File: src/rtl/mlp_input_loader.sv
// Assembles IN_DIM DATA_W-bit features into one packed vector for the MLP core; MLP_LOADER_DBUF_EN adds a second bank.
// Latency: vec_valid rises the cycle after the final feature is accepted; all outputs registered.
// Backpressure: s_ready drops while every bank holds a complete vector; vec_out is held until vec_ready.
module mlp_input_loader #(
    parameter int IN_DIM = 64,
    parameter int DATA_W = 8,
    parameter int CNT_W  = 16
) (
    input  logic                     clk,
    input  logic                     rst_n,
    input  logic [DATA_W-1:0]        s_data,
    input  logic                     s_valid,
    output logic                     s_ready,
    input  logic                     s_last,
    output logic [DATA_W*IN_DIM-1:0] vec_out,
    output logic                     vec_valid,
    input  logic                     vec_ready,
    output logic                     frame_err,
    output logic [CNT_W-1:0]         vec_count
);
    localparam int IDX_W = (IN_DIM > 1) ? $clog2(IN_DIM) : 1;
    localparam int VEC_W = DATA_W * IN_DIM;

    typedef enum logic {FILL, HOLD} state_t;

    state_t             r_state;
    state_t             w_nxt_state;
    logic [IDX_W-1:0]   r_idx;
    logic [IDX_W-1:0]   w_nxt_idx;
    logic [VEC_W-1:0]   r_buf;
    logic [VEC_W-1:0]   r_vec;
    logic [VEC_W-1:0]   w_full_vec;
    logic [VEC_W-1:0]   w_nxt_vec;
    logic               r_s_ready;
    logic               r_vec_valid;
    logic               w_nxt_vec_valid;
    logic               r_frame_err;
    logic [CNT_W-1:0]   r_cnt;
    logic               w_in_xfer;
    logic               w_out_xfer;
    logic               w_last_idx;
    logic               w_done;
    logic               w_drop;
    logic               w_err;

    assign w_in_xfer  = s_valid & r_s_ready;
    assign w_out_xfer = r_vec_valid & vec_ready;
    assign w_last_idx = (r_idx == IDX_W'(IN_DIM - 1));
    assign w_done     = w_in_xfer & w_last_idx;
    assign w_drop     = w_in_xfer & ~w_last_idx & s_last;
    assign w_err      = w_drop | (w_done & ~s_last);

    // Fill buffer with the incoming feature merged in; what a completing transfer publishes.
    always_comb begin
        w_full_vec = r_buf;
        w_full_vec[int'(r_idx)*DATA_W +: DATA_W] = s_data;
    end

    always_comb begin
        w_nxt_state     = r_state;
        w_nxt_idx       = r_idx;
        w_nxt_vec       = r_vec;
        w_nxt_vec_valid = r_vec_valid;
        if (w_in_xfer) begin
            w_nxt_idx = (w_done || w_drop) ? '0 : r_idx + 1'b1;
        end
`ifdef MLP_LOADER_DBUF_EN
        // HOLD means the fill bank is also complete and waits behind vec_out.
        if (w_out_xfer) begin
            w_nxt_vec_valid = 1'b0;
        end
        case (r_state)
            FILL: begin
                if (w_done) begin
                    if (!r_vec_valid || w_out_xfer) begin
                        w_nxt_vec       = w_full_vec;
                        w_nxt_vec_valid = 1'b1;
                    end else begin
                        w_nxt_state = HOLD;
                    end
                end
            end
            HOLD: begin
                if (w_out_xfer) begin
                    w_nxt_vec       = r_buf;
                    w_nxt_vec_valid = 1'b1;
                    w_nxt_state     = FILL;
                end
            end
        endcase
`else
        case (r_state)
            FILL: begin
                if (w_done) begin
                    w_nxt_vec       = w_full_vec;
                    w_nxt_vec_valid = 1'b1;
                    w_nxt_state     = HOLD;
                end
            end
            HOLD: begin
                if (w_out_xfer) begin
                    w_nxt_vec_valid = 1'b0;
                    w_nxt_state     = FILL;
                end
            end
        endcase
`endif
    end

    always_ff @(posedge clk or negedge rst_n) begin
        if (!rst_n) begin
            r_state <= FILL;
        end else begin
            r_state <= w_nxt_state;
        end
    end

    always_ff @(posedge clk or negedge rst_n) begin
        if (!rst_n) begin
            r_idx       <= '0;
            r_buf       <= '0;
            r_vec       <= '0;
            r_s_ready   <= 1'b0;
            r_vec_valid <= 1'b0;
            r_frame_err <= 1'b0;
            r_cnt       <= '0;
        end else begin
            r_idx       <= w_nxt_idx;
            r_vec       <= w_nxt_vec;
            r_s_ready   <= (w_nxt_state == FILL);
            r_vec_valid <= w_nxt_vec_valid;
            r_frame_err <= w_err;
            if (w_in_xfer && !w_drop) begin
                r_buf <= w_full_vec;
            end
            if (w_out_xfer) begin
                r_cnt <= r_cnt + 1'b1;
            end
        end
    end

    assign s_ready   = r_s_ready;
    assign vec_out   = r_vec;
    assign vec_valid = r_vec_valid;
    assign frame_err = r_frame_err;
    assign vec_count = r_cnt;
endmodule

File: config.mk
export PLATFORM = sky130hd
export DESIGN_NAME = mlp_input_loader
export DESIGN_NICKNAME = d
export VERILOG_FILES = /design/src/rtl/mlp_input_loader.sv
export SDC_FILE = /design/constraint.sdc
export NUM_CORES = 2
export LEC_CHECK = 0
export ABC_AREA = 1
export BUFFER_PORTS_ARGS = -buffer_cell sky130_fd_sc_hd__buf_2
export CAP_MARGIN = 20
export CORE_AREA = 2 2 355 251
export DETAILED_ROUTE_END_ITERATION = 8
export DIE_AREA = 0 0 357 253
export HOLD_SLACK_MARGIN = 0.03
export PLACE_DENSITY = 0.8
export SETUP_SLACK_MARGIN = 0.2
export SLEW_MARGIN = 30
export SYNTH_ARGS = -nofsm -noshare
export SYNTH_HDL_FRONTEND = slang
export SYNTH_SLANG_ARGS = --single-unit
File: constraint.sdc
create_clock -name clk -period 3.85 [get_ports clk]
set_input_delay 0.1925 -clock clk [delete_from_list [all_inputs] [get_ports clk]]
set_output_delay 0.1925 -clock clk [all_outputs]
set_load 0.1 [all_outputs]
==> metrics.md <==
| Metric | Value |
|---|---|
| Status | `complete, no violations` |
| Final WL | `159 mm` |
| GR Util All Layers | `between 30% and 40%` |
| Final instance area | `0.0554 mm^2` |
| Final-layout fill cell count | `~7.1k` |
| Die extent in x | `around 360 um` |
| Distinct cell type count after synthesis | `29` |
| Vias | `approximately 45k` |
| Top delay family on crit path | `simple AND/OR/NAND/NOR gates` |
| Die H | `253 um` |
| Post-layout nets | `6526` |
| CP max stage cell | `nor3_2` |
| Slew Limit Fails | `0` |
| CTS sink count | `around 1.1k` |
| Port Buffers | `between 500 and 600` |
| Number of synthesized flops with an enable pin | `0` |
| Clock Path Buffers | `3` |
| Synth Instances | `6083` |
| Mapped cell area | `~0.048 mm^2` |
| Register bit total from synthesis | `around 1.1k` |
| Total power | `slightly above 30 mW` |
| Top Ports | `approximately 540` |
| P_leak | `about 31 nW` |
| Die Area | `0.0903 mm^2` |
| Initial DRC Count | `about 6k` |
| Antenna violations before repair | `5` |
| Util after Layout | `~64%` |
| Synthesis-to-layout area growth | `16.6%` |
| Clock Latency Late Sink | `0.68 ns` |
| Row count | `91` |
| Synth async-reset ratio | `100%` |
| Critical Path AT | `4.13 ns` |
| Max-Slew Margin vs Limit | `a little under two fifths` |
| Warnings from Yosys | `0` |
| Total CTS buffers | `101` |
| Post-Place Cell Area | `around 0.052 mm^2` |
| Vias per cell | `around 5.8` |
| Fmax | `284 MHz` |
| Final Hold Viols | `0` |
| Peak supply drop | `slightly above 0.4 mV` |
| Drt pass-1 iters | `7` |
| Syn avg cell area | `around 7.8 um^2` |
| Crit path largest cell delay | `about 0.71 ns` |
| Skew final | `0.0195 ns` |
| Routed Antenna Nets | `0` |
| Kind of critical path | `reg -> reg` |
| Wirelength per Cell | `slightly above 20 um` |
| PwrDens | `555 mW/mm^2` |
| Dpl hpwl | `between 100 and 150 mm` |
| Max Fanout on Critical Path | `16` |
| Hold WC Path Type | `in -> async` |
| CTS tree | `done` |
| Clk slew on worst S/H paths | `0.07 ns` |
| Core area | `roughly 0.087 mm^2` |
| Period utilization | `between 90% and 100%` |
| CTS H-Tree Depth | `3` |
| RSZ-0062 raised after global routing | `yes` |
| Setup TNS | `0 ns` |
| Post-route DRC | `0` |
| Critical path buffer and inverter count | `1` |
| First-pass GRT wire length | `roughly 240 mm` |
| Min Tclk post-route | `3.52 ns` |
| CP cell instances | `inv_1, ha_1, nor2_4, nand3_1, nor3_2, nand2_1, nand2_1, nand3_1, nand2_1` |
| Root buffer cell | `clkbuf_16` |
| Grt ovf | `0` |
| Most used DFF post-synth | `dfrtp_1` |
| Most used cell, CP | `nand2_1` |
| Synth Net Count | `roughly 6.1k` |
| Worst endpoint required time | `between 4 and 5 ns` |
| Setup violators final | `0` |
| Largest net degree at the start of global routing | `about 270` |
| Seq/Total Area, Yosys | `between 50 and 60%` |
| Worst Tran Pin Value | `0.930 ns` |
| Vias in the first global route | `approximately 42k` |
| Critical path startpoint category | `flip-flop` |
| Number of max-cap violations | `0` |
| Initial core utilization | `54.5%` |
| GPL Wtd Cong | `0.931` |
| CP Capture Type | `flip-flop` |
| Layout cell share with drive strength beyond 1 | `12.9%` |
| Hold_ws | `0.0791 ns` |
==> logic make-up (layout without fill, tap and decap cells) <==
| group | Yosys count | in the layout | synth area share, % |
|---|---|---|---|
| compound gates | 480 | 480 | 5.20 |
| xor+xnor | 17 | 17 | 0.353 |
| fa+ha+maj | 4 | 4 | 0.105 |
| buf+inv | 813 | 1325 | 6.55 |
| flops | 1050 | 1050 | 55.3 |
| other cells | 0 | 2 | 0 |
| simple gates | 3719 | 3719 | 32.5 |
==> cells in the mapped netlist (2+ instances only) <==
library cell | n | share of area [%]
buf_2 | 49 | 0.52
buf_1 | 32 | 0.25
nor2_2 | 8 | 0.11
nand2_1 | 2571 | 20
o21ai_1 | 2 | 0.021
xor2_1 | 10 | 0.18
clkbuf_1 | 255 | 2.0
inv_1 | 469 | 3.7
dfrtp_1 | 1050 | 55
inv_2 | 6 | 0.047
ha_1 | 4 | 0.11
nor3_2 | 4 | 0.084
a31oi_1 | 16 | 0.21
nor3_1 | 8 | 0.084
xnor2_1 | 6 | 0.11
o21a_1 | 16 | 0.25
nor2_1 | 127 | 1.0
nand4_1 | 143 | 1.9
a21oi_1 | 3 | 0.032
nor2_4 | 2 | 0.047
nand3_1 | 854 | 9.0
clkinv_1 | 2 | 0.016
o21ai_0 | 440 | 4.6
==> sequential cells by signal (all words and copies together), names as in the netlist <==
signal	flops
vec_out	512
vec_valid	1
r_idx	6
r_buf	512
r_state	1
frame_err	1
vec_count	16
s_ready	1
==> timing repair <==
| item | CTS | global route |
|---|---|---|
| setup buffers | 0 | 3 |
| gates resized for setup | 0 | 4 |
| setup endpoints to repair | 0 | 156 |
| hold buffers | 11 | 0 |
| hold endpoints to repair | 327 | 0 |
==> worst paths after layout <==
check                                    startpoint                  endpoint  slack [ns]  cells after the start
setup reg to reg               r_idx[0]$_DFFE_PN0P_  vec_out[154]$_DFFE_PN0P_        0.33                      9
setup / recovery               r_idx[0]$_DFFE_PN0P_  vec_out[154]$_DFFE_PN0P_        0.33                      9
min in group clk                          vec_ready     vec_valid$_DFFE_PN0P_        0.25                      3
max in group asynchronous                     rst_n    r_buf[460]$_DFFE_PN0P_        2.44                      4
hold / removal                                rst_n  vec_out[500]$_DFFE_PN0P_        0.08                      2
hold reg to reg            vec_out[236]$_DFFE_PN0P_  vec_out[236]$_DFFE_PN0P_        0.47                      2
==> metrics by stage <==
stage,setup slack (ns),cells
after detailed placement,0.367,7551
after floorplan,1.03,6083
final,0.329,7759
after global routing,0.163,7757
after CTS,0.317,7751
after global placement,0.403,7550
==> layer usage <==
| metal | share of wire (%) | wire length (um) | track usage [%] |
|---|---|---|---|
| met1 | 40 | 63400 | 48.8 |
| met2 | 44 | 70100 | 51.2 |
| met3 | 12 | 18500 | 9.54 |
| met4 | 4.3 | 6910 | 14.0 |
| met5 | 0.062 | 99 | 0 |
==> power by group <==
group / internal [mW] / switching (mW)
Combinational: 1.78 / 4.70
Sequential: 12.7 / 0.881
Clock: 6.21 / 4.51
==> layout by cell type, fill, tap and decap left out, types with 30 or more instances in the layout <==
master	netlist	routed
clkbuf_8	0	33
nand4_1	143	143
clkbuf_16	0	102
buf_12	0	30
nand3_1	854	854
buf_2	49	542
buf_4	0	70
dfrtp_1	1050	1050
inv_1	469	467
nor2_1	127	122
nand2_1	2571	2568
o21ai_0	440	440
==> cell type report <==
class	count	area [um^2]	share of cell area [%]
Multi-Input combinational cell	4220	18200	32.9
Inverter	477	1810	3.26
Timing Repair Buffer	659	4090	7.37
Antenna cell	2	5.00	0.00903
Sequential cell	1050	26300	47.4
Clock inverter	36	522	0.941
Tap cell	1162	1450	2.62
Clock buffer	153	3070	5.55
Note: power is estimated with default switching activity, not from simulation.
